[src/rtl/id_decode.sv]
// rtl/id_decode.sv - RV32I decode stage with 2-entry skid buffer; optional ID_DECODE_ILLEGAL_EN opcode check
module id_decode #(
    parameter int PC_W = 32
) (
    input  logic            clk,
    input  logic            rst_n,
    input  logic            flush,
    input  logic            in_valid,
    output logic            in_ready,
    input  logic [31:0]     in_instr,
    input  logic [PC_W-1:0] in_pc,
    output logic            out_valid,
    input  logic            out_ready,
    output logic [PC_W-1:0] out_pc,
    output logic [6:0]      opcode,
    output logic [4:0]      rd,
    output logic [2:0]      funct3,
    output logic [4:0]      rs1,
    output logic [4:0]      rs2,
    output logic [6:0]      funct7,
    output logic [11:0]     imm_i_type,
    output logic [11:0]     imm_s_type,
    output logic [31:0]     imm_b_type,
    output logic [31:0]     imm_u_type,
    output logic [31:0]     imm_j_type,
    output logic            illegal
);

    logic [31:0]     m_instr;
    logic [PC_W-1:0] m_pc;
    logic            m_valid;
    logic [31:0]     s_instr;
    logic [PC_W-1:0] s_pc;
    logic            s_valid;
    logic            accept;
    logic            drain;

    // Ready depends only on registered state so there is no path from out_ready.
    assign in_ready = !s_valid;
    assign accept   = in_valid && in_ready;
    assign drain    = m_valid && out_ready;

    // Main register: refills from the skid entry first (it is older than the input).
    always_ff @(posedge clk or negedge rst_n) begin
        if (!rst_n) begin
            m_valid <= 1'b0;
            m_instr <= '0;
            m_pc    <= '0;
        end else if (flush) begin
            m_valid <= 1'b0;
        end else if (!m_valid || drain) begin
            if (s_valid) begin
                m_instr <= s_instr;
                m_pc    <= s_pc;
                m_valid <= 1'b1;
            end else if (accept) begin
                m_instr <= in_instr;
                m_pc    <= in_pc;
                m_valid <= 1'b1;
            end else begin
                m_valid <= 1'b0;
            end
        end
    end

    // Skid register: catches an accepted word while the main entry is stalled.
    always_ff @(posedge clk or negedge rst_n) begin
        if (!rst_n) begin
            s_valid <= 1'b0;
            s_instr <= '0;
            s_pc    <= '0;
        end else if (flush) begin
            s_valid <= 1'b0;
        end else if (s_valid) begin
            if (drain) begin
                s_valid <= 1'b0;
            end
        end else if (m_valid && !drain && accept) begin
            s_instr <= in_instr;
            s_pc    <= in_pc;
            s_valid <= 1'b1;
        end
    end

    assign out_valid  = m_valid;
    assign out_pc     = m_pc;
    assign opcode     = m_instr[6:0];
    assign rd         = m_instr[11:7];
    assign funct3     = m_instr[14:12];
    assign rs1        = m_instr[19:15];
    assign rs2        = m_instr[24:20];
    assign funct7     = m_instr[31:25];
    assign imm_i_type = m_instr[31:20];
    assign imm_s_type = {m_instr[31:25], m_instr[11:7]};
    assign imm_b_type = {{19{m_instr[31]}}, m_instr[31], m_instr[7], m_instr[30:25], m_instr[11:8], 1'b0};
    assign imm_u_type = {m_instr[31:12], 12'h000};
    assign imm_j_type = {{11{m_instr[31]}}, m_instr[31], m_instr[19:12], m_instr[20], m_instr[30:21], 1'b0};

`ifdef ID_DECODE_ILLEGAL_EN
    logic legal_op;

    // Every legal major opcode ends in 2'b11, so matching the full 7 bits also covers the low-bit check.
    always_comb begin
        legal_op = 1'b0;
        case (m_instr[6:0])
            7'h37, 7'h17, 7'h6F, 7'h67, 7'h63, 7'h03,
            7'h23, 7'h13, 7'h33, 7'h0F, 7'h73: legal_op = 1'b1;
            default:                           legal_op = 1'b0;
        endcase
    end

    assign illegal = m_valid && !legal_op;
`else
    assign illegal = 1'b0;
`endif

endmodule

[config.mk]
export PLATFORM = sky130hd
export DESIGN_NAME = id_decode
export DESIGN_NICKNAME = d
export VERILOG_FILES = /design/src/rtl/id_decode.sv
export SDC_FILE = /design/constraint.sdc
export NUM_CORES = 1
export LEC_CHECK = 0
export CAP_MARGIN = 20
export CORE_MARGIN = 2
export CORE_UTILIZATION = 46
export CTS_BUF_LIST = sky130_fd_sc_hd__clkbuf_2 sky130_fd_sc_hd__clkbuf_4 sky130_fd_sc_hd__clkbuf_8
export DETAILED_ROUTE_END_ITERATION = 10
export GPL_TIMING_DRIVEN = 0
export PLACE_DENSITY = 0.83
export SYNTH_ARGS = -nofsm -noshare
export SYNTH_HDL_FRONTEND = slang
export SYNTH_SLANG_ARGS = --single-unit
[constraint.sdc]
create_clock -name clk -period 1.9 [get_ports clk]
set_input_delay 0.19 -clock clk [delete_from_list [all_inputs] [get_ports clk]]
set_output_delay 0.19 -clock clk [all_outputs]
set_load 0.01 [all_outputs]
**Yosys cells after proc, flatten, opt, wreduce, memory -nomap -nowiden**

Index checks and enable logic that the tools add are counted.

- Divide/modulo/power cells: 0
- Add/subtract/negate cells: 0
- Magnitude comparators: 0
- Mux-type cells: 12
- Eq/ne operators: 0
- Bitwise logic cells: 2
- Multiply operators: 0
- Reductions and logical operators: 12
- Shift-type cells: 0

Operator list:

| cell | count |
|---|---|
| two-way mux 32 bit | 4 |
| two-way mux 1 bit | 8 |
| AND reduction 3 bit | 2 |
| logical AND 1 bit | 4 |
| nonzero test 2 bit | 2 |
| logical NOT 1 bit | 3 |
| inverter 1 bit | 2 |
| logical OR 1 bit | 1 |

- Latch bits: 0
- Output and inout bits: 187
- RAM bits: 0
- Bits in read-only memories: 0
- Input bits: 69
- Bits in registers: 130
- Memories kept: 0

**Depth between registers and ports, before layout**

Gate-level depths: netlist (run 1).

- Word-level depth: 7
- Depth in mapped cells: 5
- Mapped depth without buffers: 3

**Least setup slack after synthesis (run 1)**

OpenSTA, ideal clock, no wires.

- Path kind: reg2reg
- Start point: reg s_valid
- End point: reg m_pc[10] (netlist: out_pc[10])
- Slack: 379 ps
- Cell stages (with the launch flop): 5
- Data arrival time: 1397 ps
- Data required time: 1775 ps
- Period minus slack after synthesis: 1521 ps
- Buffers on the path: 2
- Setup time: 125 ps
- Cell sequence: dfrtp_1 -> buf_2 -> buf_2 -> mux2_2 -> mux2_2

- Word-level cells in the longest chain between the ends: 4
- Elaborated cells on any way between the ends: 5

RTL lines:

| what | line | source |
|---|---|---|
| from (decl) | 34 | `logic s_valid;` |
| from (signal assigned) | 69 | `s_valid <= 1'b0;` |
| from (signal assigned) | 73 | `s_valid <= 1'b0;` |
| from (signal assigned) | 76 | `s_valid <= 1'b0;` |
| logical NOT 1 bit | 39 | `assign in_ready = !s_valid;` |
| logical AND 1 bit | 40 | `assign accept = in_valid && in_ready;` |
| nonzero test 2 bit (no source line) | n/a |  |
| AND reduction 3 bit (no source line) | n/a |  |
| to (signal assigned) | 54 | `m_pc <= s_pc;` |
| to (signal assigned) | 58 | `m_pc <= in_pc;` |
| to (decl) | 30 | `logic [PC_W-1:0] m_pc;` |

Parallel ways exist; a longest one is shown, timed or not.
A chain may end at the register's enable or synchronous reset.

**Final worst setup path (run 1)**

- Start point: reg m_instr[30]
- End point: out imm_i_type[10]

RTL lines:

| what | line | source |
|---|---|---|
| from (decl) | 29 | `logic [31:0] m_instr;` |
| from (signal assigned) | 53 | `m_instr <= s_instr;` |
| from (signal assigned) | 57 | `m_instr <= in_instr;` |
| to (decl) | 21 | `output logic [11:0] imm_i_type,` |

No word-level cell between the ends.

==> results.toml, run 1 <==
[outcome]
status = "finished clean"

[pwr]
total_power_mw = 10.7
p_leak_nw = 4.69
p_int_mw = 7.76
combPwrFrac_pct = 39.1
p_sw_share_pct = 27.3
seq_power_share_pct = 36.8
ir_worst_vdd_uv = 550
p_per_area_mw_per_mm2 = 1070
p_clk_share_pct = 24.1
switchingPower_mw = 2.91

[worst_setup_path]
critPathRequiredTime_ps = 1710
crit_type = "flip-flop to primary output"
cp_data_arrival_time_ps = 1600
crit_fanout = 7
rrSetupSlack_ps = 190
start_kind = "flip-flop"
cp-end-kind = "primary output"

[yosys]
ys_types = 18
synthArstFlopShare_pct = 100
synth.largest_area_cell = "dfrtp_1"
netlist_top_cells_area = "dfrtp_1, mux2_2, buf_4"
ys_top_cells_by_count = "dfrtp_1, buf_4, mux2_2"
yosysWarnings = 0
post-synth-top-area-fraction_pct = 47.9
yosys_most_used_dff = "dfrtp_1"
synth_cells = 473
yosys_register_bits = 130
synth_most_common_cell = "dfrtp_1"
synth_seq_area_share_pct = 47.9
synth_edf_count = 0
avgSynthCellArea_sq_um = 14.4
syn_area_sq_mm = 0.00679

[grt]
grt_pass1_vias = 4662
grt.total_usage_pct = 19.7
grt_max_degree = 76
antenna_found_initial = 0
grt_pass1_wl_um = 24400
grt.overflow.total = 0

[finish]
fin_util_pct = 68.9
drive_above_1_share_pct = 46.3
n_antenna_cell = 0
final_cells = 949
area_delta_synth_final_pct = 46.8
num-nets-final = 821

[clocking]
numCtsBuffers = 17
cts_root_buf = "clkbuf_8"
insertion_delay_ps = 430
cts_buffer_depth = 2
cts-htree-levels = 4
cts_tree = "built"
clock_sinks = 130
cts.clk_slew.worst_paths_ps = 80

[route]
firstDrtPassIters = 4
routed_wl_um = 15100
wl_per_cell_um = 15.9
drt-initial-drc-count = 113
via_count = 4423
via_per_inst = 4.66
drc_errors = 0
final_antenna_net_count = 0

[die]
die_area_sq_mm = 0.0158
start_util_pct = 46.9
fp.dieH_um = 126
rows = 44
num_io_pins = 256
core_area_sq_mm = 0.0145
die-width_um = 126

[sta]
fin_skew_ps = 9.50
setup_viol = 0
tightestPinTransition_ps = 709
worst_slack_ps = 106
hold_violations = 0
drv_slew = 0
fin_tns_setup_ps = 0
layout_min_cycle_time_ps = 1790
grt_setup_unrepaired = "no"
fin_crit_sh_pct = 94.4
fmax_mhz = 557
relSlewSlack_pct = 52.7

[hold_path]
min_path_type = "input pin to async pin"

[placement]
hpwl_um = 10900
numPortBuffers = 240
dp_slack_ps = -119
dp_cells = 912
globalplace.congestion = 0.739

[run]
cap_violations = 0
-- power groups by stage --
stage	clock network, mW	registers, mW	logic [mW]
after CTS	2.65	3.93	4.22
after floorplan	0	4.01	2.06
after global routing	2.77	4.02	4.42
after global placement	0	3.95	4.14
after detailed placement	0	4.00	4.25
final	2.57	3.92	4.17
-- worst paths after layout --
path | startpoint | endpoint | cells after the start
worst max-delay path | m_instr[30] | imm_i_type[10] | 2
worst min-delay path | rst_n | out_pc[22] | 2
worst max register to register | s_valid | s_instr[27] | 5
worst min register to register | out_pc[0] | out_pc[0] | 1
max in group asynchronous | rst_n | s_instr[25] | 3
min in group clk | in_pc[29] | s_pc[29] | 2
-- through the flow --
stage | hold slack (ps) | area (sq um)
finish | 357 | 9970
global route | 365 | 9970
CTS | 338 | 9970
detailed placement | 271 | 9510
global placement | 476 | 9480
floorplan | -106 | 6840
-- final cells by class --
class	count	area [sq um]
plain buffers	141	1090
clock buffers	19	255
clock inverters	13	183
fillers	991	4510
inverters	1	3.75
multi-input cells	215	2510
flip-flops and latches	130	3260
well taps	184	230
repair buffers	246	2440
-- critical path, stage by stage (launching register included) --
cell and delay, ps:
dfrtp_1 480, buf_4 150, clkdlybuf4s50_1 540
-- timing repair --
item / in CTS / in global routing
setup buffers: 4 / 0
hold buffers: 1 / 0
hold endpoints to repair: 74 / 0
gates resized for setup: 41 / 4
endpoints found under the setup margin: 37 / 13
-- logic make-up (layout without fill, tap and decap cells) --
family | Yosys count | after routing | synth area share (%)
buffers and inverters | 142 | 420 | 15.9
AND/OR/NAND/NOR | 5 | 5 | 0.737
AO/OA/AOI/OAI | 3 | 3 | 0.258
other | 1 | 15 | 0.0552
flip-flops | 130 | 130 | 47.9
multiplexers | 192 | 192 | 35.2
-- registers in the layout, indices dropped and copies added, names as in the netlist --
register and flops:
m_instr 32, out_pc 32, s_instr 32, s_pc 32, out_valid 1, s_valid 1
-- cell usage in the layout, fill, tap and decap left out, types with 2 or more instances in the layout --
| cell | n |
|---|---|
| buf_6 | 13 |
| buf_2 | 3 |
| dfrtp_1 | 129 |
| mux2_2 | 110 |
| mux2_4 | 60 |
| clkinv_4 | 3 |
| buf_4 | 128 |
| dlygate4sd2_1 | 35 |
| clkbuf_8 | 18 |
| mux2_1 | 22 |
| clkbuf_2 | 2 |
| a21oi_1 | 2 |
| bufinv_16 | 4 |
| conb_1 | 15 |
| clkinv_2 | 4 |
| clkdlybuf4s50_1 | 202 |
-- metal layers --
metal / wire length, um / GRT usage (%) / vias up / share of wire, %
met5: 0 / 0 / - / 0
met4: 233 / 7.12 / 0 / 1.5
met3: 1040 / 6.38 / 20 / 6.9
met2: 7770 / 34.3 / 160 / 52
met1: 6040 / 22.6 / 2182 / 40
li1: - / - / 2061 / -
Note: power is estimated with default switching activity, not from simulation.
==> run 2, diff against run 1 <==
- ABC_AREA: unset -> 1
- CAP_MARGIN: 20 -> 5
==> results.toml, run 2 <==
[sta]
relSlewSlack_pct = 64.7
setup_viol = 0
layout_min_cycle_time_ps = 1800
fin_crit_sh_pct = 94.5
hold_violations = 0
drv_slew = 0
grt_setup_unrepaired = "no"
tightestPinTransition_ps = 529
worst_slack_ps = 104
holdWs_ps = 200
fmax_mhz = 557
fin_skew_ps = 8.93
fin_tns_setup_ps = 0

[finish]
final_cells = 1373
n_antenna_cell = 0
final_area_sq_mm = 0.00992
num-nets-final = 1246
multi_input_area_sq_mm = 0.00245
drive_above_1_share_pct = 19.1
ff_latch_area_sq_mm = 0.00326
area_delta_synth_final_pct = 44.7
nFillCells = 1207
fin_util_pct = 68.2
final_common_cell = "nand2_1"
most-common-layout-cells = "nand2_1, clkdlybuf4s50_1, buf_4, nand3_1, dfrtp_1"

[yosys]
yosys_most_used_dff = "dfrtp_1"
synthArstFlopShare_pct = 100
netlist_top_cells_area = "dfrtp_1, nand2_1, buf_4"
syn_area_sq_mm = 0.00685
avgSynthCellArea_sq_um = 7.62
ys_types = 15
synth_seq_area_share_pct = 47.5
ys_top_cells_by_count = "nand2_1, dfrtp_1, nand3_1"
synth_edf_count = 0
synth_most_common_cell = "nand2_1"
yosys_register_bits = 130
yosysWarnings = 0
synth.largest_area_cell = "dfrtp_1"
post-synth-top-area-fraction_pct = 47.5
synth_cells = 899

[worst_setup_path]
start_kind = "flip-flop"
rrSetupSlack_ps = 330
cp_data_arrival_time_ps = 1610
cp-end-kind = "primary output"
crit_fanout = 7
critPathRequiredTime_ps = 1710
slowest_delay_ps = 550
path_cells = "buf_4, clkdlybuf4s50_1"
crit_type = "flip-flop to primary output"
cp_slowest_cell = "clkdlybuf4s50_1"

[die]
rows = 44
fp.dieH_um = 126
num_io_pins = 256
die-width_um = 126
core_area_sq_mm = 0.0145
start_util_pct = 47.1
die_area_sq_mm = 0.0159

[route]
drt-initial-drc-count = 476
wl_met2_um = 9660
wl_per_cell_um = 14.3
top_layer_used = "met4"
via_per_inst = 4.82
drc_errors = 0
final_antenna_net_count = 0
routed_wl_um = 19600
via_count = 6612
met1_length_um = 8490
routed-wl-met3_um = 1230
firstDrtPassIters = 5

[clocking]
cts_buffer_depth = 2
cts_root_buf = "clkbuf_8"
cts_tree = "built"
cts.clk_slew.worst_paths_ps = 70
insertion_delay_ps = 440
cts-htree-levels = 4
numCtsBuffers = 17
clock_sinks = 130

[placement]
hpwl_um = 13800
dp_slack_ps = -107
dp_cells = 1338
numPortBuffers = 240
placed_area_sq_mm = 0.00957
globalplace.congestion = 0.809

[pwr]
p_leak_nw = 5.37
p_per_area_mw_per_mm2 = 922
ir_worst_vdd_uv = 478
total_power_mw = 9.14

[grt]
antenna_found_initial = 0
grt_max_degree = 98
grt_pass1_vias = 6207
grt.overflow.total = 0
grt.total_usage_pct = 24.7
grt_pass1_wl_um = 31500

[hold_path]
min_path_type = "input pin to async pin"

[outcome]
status = "finished clean"

[run]
cap_violations = 0
run 2: per-layer routing:
metal | GRT usage, % | vias to the layer above
met5 | 0 | -
met4 | 7.69 | 0
met3 | 5.27 | 25
met2 | 42.3 | 263
met1 | 31.3 | 3103
li1 | - | 3221
run 2: area by class of cell:
cell class	instances	area share, %
plain buffers	173	11.9
clock buffers	20	2.71
multi-input cells	604	24.7
well taps	184	2.32
repair buffers	246	24.4
clock inverters	11	0.896
flip-flops and latches	130	32.8
inverters	5	0.215
run 2: critical path, delay by kind of cell (launching register included):
| kind | cells | cell delay, ps |
|---|---|---|
| buf+inv | 2 | 700 |
| flops | 1 | 470 |
run 2: kinds of logic after synthesis:
| group | share of synthesized area (%) |
|---|---|
| AND/OR/NAND/NOR | 34.9 |
| buffers and inverters | 17.5 |
| flip-flops | 47.5 |
| AO/OA/AOI/OAI | 0.0730 |
| other | 0.0547 |
run 2: worst paths after layout:
kind	startpoint	endpoint	cells past startpoint
worst max-delay path	m_instr[28]	imm_s_type[8]	2
worst min-delay path	rst_n	out_pc[17]	2
worst max register to register	out_valid	s_instr[28]	5
worst min register to register	s_pc[0]	s_pc[0]	2
max in group asynchronous	rst_n	m_instr[31]	3
min in group clk	in_pc[0]	s_pc[0]	3
run 2: where the power goes:
part / internal [mW] / switching, mW / total (mW)
logic: 1.88 / 1.36 / 3.25
registers: 3.33 / 0.380 / 3.71
clock network: 1.09 / 1.10 / 2.19
total: 6.30 / 2.84 / 9.14
run 2: what timing repair did:
item                                    in CTS  in global routing
gates resized for setup                     38                  2
endpoints found under the setup margin      37                  2
setup buffers                                4                  0
hold buffers                                 1                  0
endpoints found under the hold margin       33                  0
==> run 3, diff against run 2 <==
- CORE_MARGIN: 2 -> unset
- PLACE_DENSITY: 0.83 -> 0.86
==> results.toml, run 3 (synthesized netlist as in run 2, its figures left out) <==
[clocking]
cts_root_buf = "clkbuf_8"
cts.clk_slew.worst_paths_ps = 70
cts-htree-levels = 4
insertion_delay_ps = 440
numCtsBuffers = 17
clock_sinks = 130
cts_tree = "built"
cts_buffer_depth = 2

[sta]
fin_crit_sh_pct = 96.0
hold_violations = 0
fin_skew_ps = 10.7
fmax_mhz = 548
fin_tns_setup_ps = 0
grt_setup_unrepaired = "no"
tightestPinTransition_ps = 527
setup_viol = 0
layout_min_cycle_time_ps = 1820
relSlewSlack_pct = 64.8
drv_slew = 0

[pwr]
p_clk_share_pct = 28.6
switchingPower_mw = 2.81
seq_power_share_pct = 38.0
combPwrFrac_pct = 33.4
p_sw_share_pct = 28.8
ir_worst_vdd_uv = 651
p_per_area_mw_per_mm2 = 967
p_int_mw = 6.95
p_leak_nw = 5.60

[grt]
grt.overflow.total = 0
grt_pass1_wl_um = 30000
grt_max_degree = 82
grt.total_usage_pct = 25.4
antenna_found_initial = 0
grt_pass1_vias = 6207

[route]
via_count = 6571
wl_per_cell_um = 14.0
drt-initial-drc-count = 477
drc_errors = 0
routed_wl_um = 19200
via_per_inst = 4.78
final_antenna_net_count = 0
firstDrtPassIters = 5

[placement]
placed_area_sq_mm = 0.00957
numPortBuffers = 240
hpwl_um = 13200
globalplace.congestion = 0.821

[finish]
most-common-layout-cells = "nand2_1, clkdlybuf4s50_1, buf_4, nand3_1, dfrtp_1"
area_delta_synth_final_pct = 47.3
drive_above_1_share_pct = 19.3
num-nets-final = 1246
final_common_cell = "nand2_1"
n_antenna_cell = 0
final_area_sq_mm = 0.0101

[outcome]
status = "finished clean"

[worst_setup_path]
critPathRequiredTime_ps = 1710
ff2ff_path_depth = 7
cp-end-kind = "primary output"
crit_type = "flip-flop to primary output"
slowest_delay_ps = 570
cp_slowest_cell = "clkdlybuf4s50_1"
path_cells = "inv_2, clkdlybuf4s50_1"
cp_data_arrival_time_ps = 1630
start_kind = "flip-flop"
crit_fanout = 12

[die]
fp.dieH_um = 124
rows = 44
core_area_sq_mm = 0.0145
start_util_pct = 47.1
die-width_um = 124
num_io_pins = 256
die_area_sq_mm = 0.0154

[run]
cap_violations = 0

[hold_path]
min_path_type = "input pin to async pin"
run 3: cell types whose count changed in the layout (fill, tap and decap cells not counted):
cell / delta
bufinv_16: +4
clkinv_2: -5
dlygate4sd2_1: -20
clkbuf_8: +1
clkbuf_4: +2
clkinvlp_4: -1
buf_4: +2
dlymetal6s2s_1: +18
inv_2: +1
inv_4: -1
run 3: worst max-delay path, delay by kind of cell (launching register included):
kind	cells	cell delay [ps]
flip-flops	1	440
buffers and inverters	2	770
run 3: worst paths after layout:
path	slack, ps	endpoint	start
setup reg to reg	320	m_instr[15]	s_valid
setup / recovery	80	in_ready	s_valid
max in group asynchronous	860	m_instr[31]	rst_n
min in group clk	350	s_instr[14]	in_instr[14]
hold reg to reg	470	s_pc[31]	s_pc[31]
hold / removal	270	out_pc[15]	rst_n
run 3: routing by layer:
layer	GRT usage, %	vias up	part of all wire, %
met1	30.7	3060	41
li1	-	3216	-
met5	0	-	0
met2	43.3	271	50
met3	6.46	24	7.5
met4	9.75	0	1.5
run 3: power groups by stage:
stage	Clock (mW)	Sequential, mW	Combinational (mW)
after global routing	2.97	3.78	3.58
after detailed placement	0	3.78	3.27
after CTS	2.84	3.71	3.31
after global placement	0	3.76	3.18
after floorplan	0	3.81	1.48
final	2.79	3.71	3.26
run 3: layout make-up:
cell class                 count  area [sq um]
fill                        1134          4440
clock inverter                 9           176
clock buffer                  23           298
tap                          184           230
buffer                       173          1180
multi-input combinational    604          2450
timing repair buffer         246          2490
inverter                       5          18.8
sequential                   130          3260
run 3: what timing repair did:
item | CTS | global route
resized for setup | 20 | 19
buffers inserted | 4 | 0
hold buffers | 1 | 0
hold endpoints to repair | 49 | 0
endpoints found under the setup margin | 37 | 19
run 3: metrics by stage:
stage / worst slack [ps] / std cells / power, mW / hold WS, ps / utilization, %
2_1_floorplan: 576 / 913 / 5.29 / -106 / -
3_3_place_gp: -4510 / 1337 / 6.94 / 453 / 65.6
3_5_place_dp: -97.8 / 1338 / 7.04 / 168 / 65.8
4_1_cts: -21.0 / 1374 / 9.85 / 250 / 69.1
5_1_grt: 15.2 / 1374 / 10.3 / 290 / 69.5
6_report: 76.1 / 1374 / 9.76 / 267 / 69.5
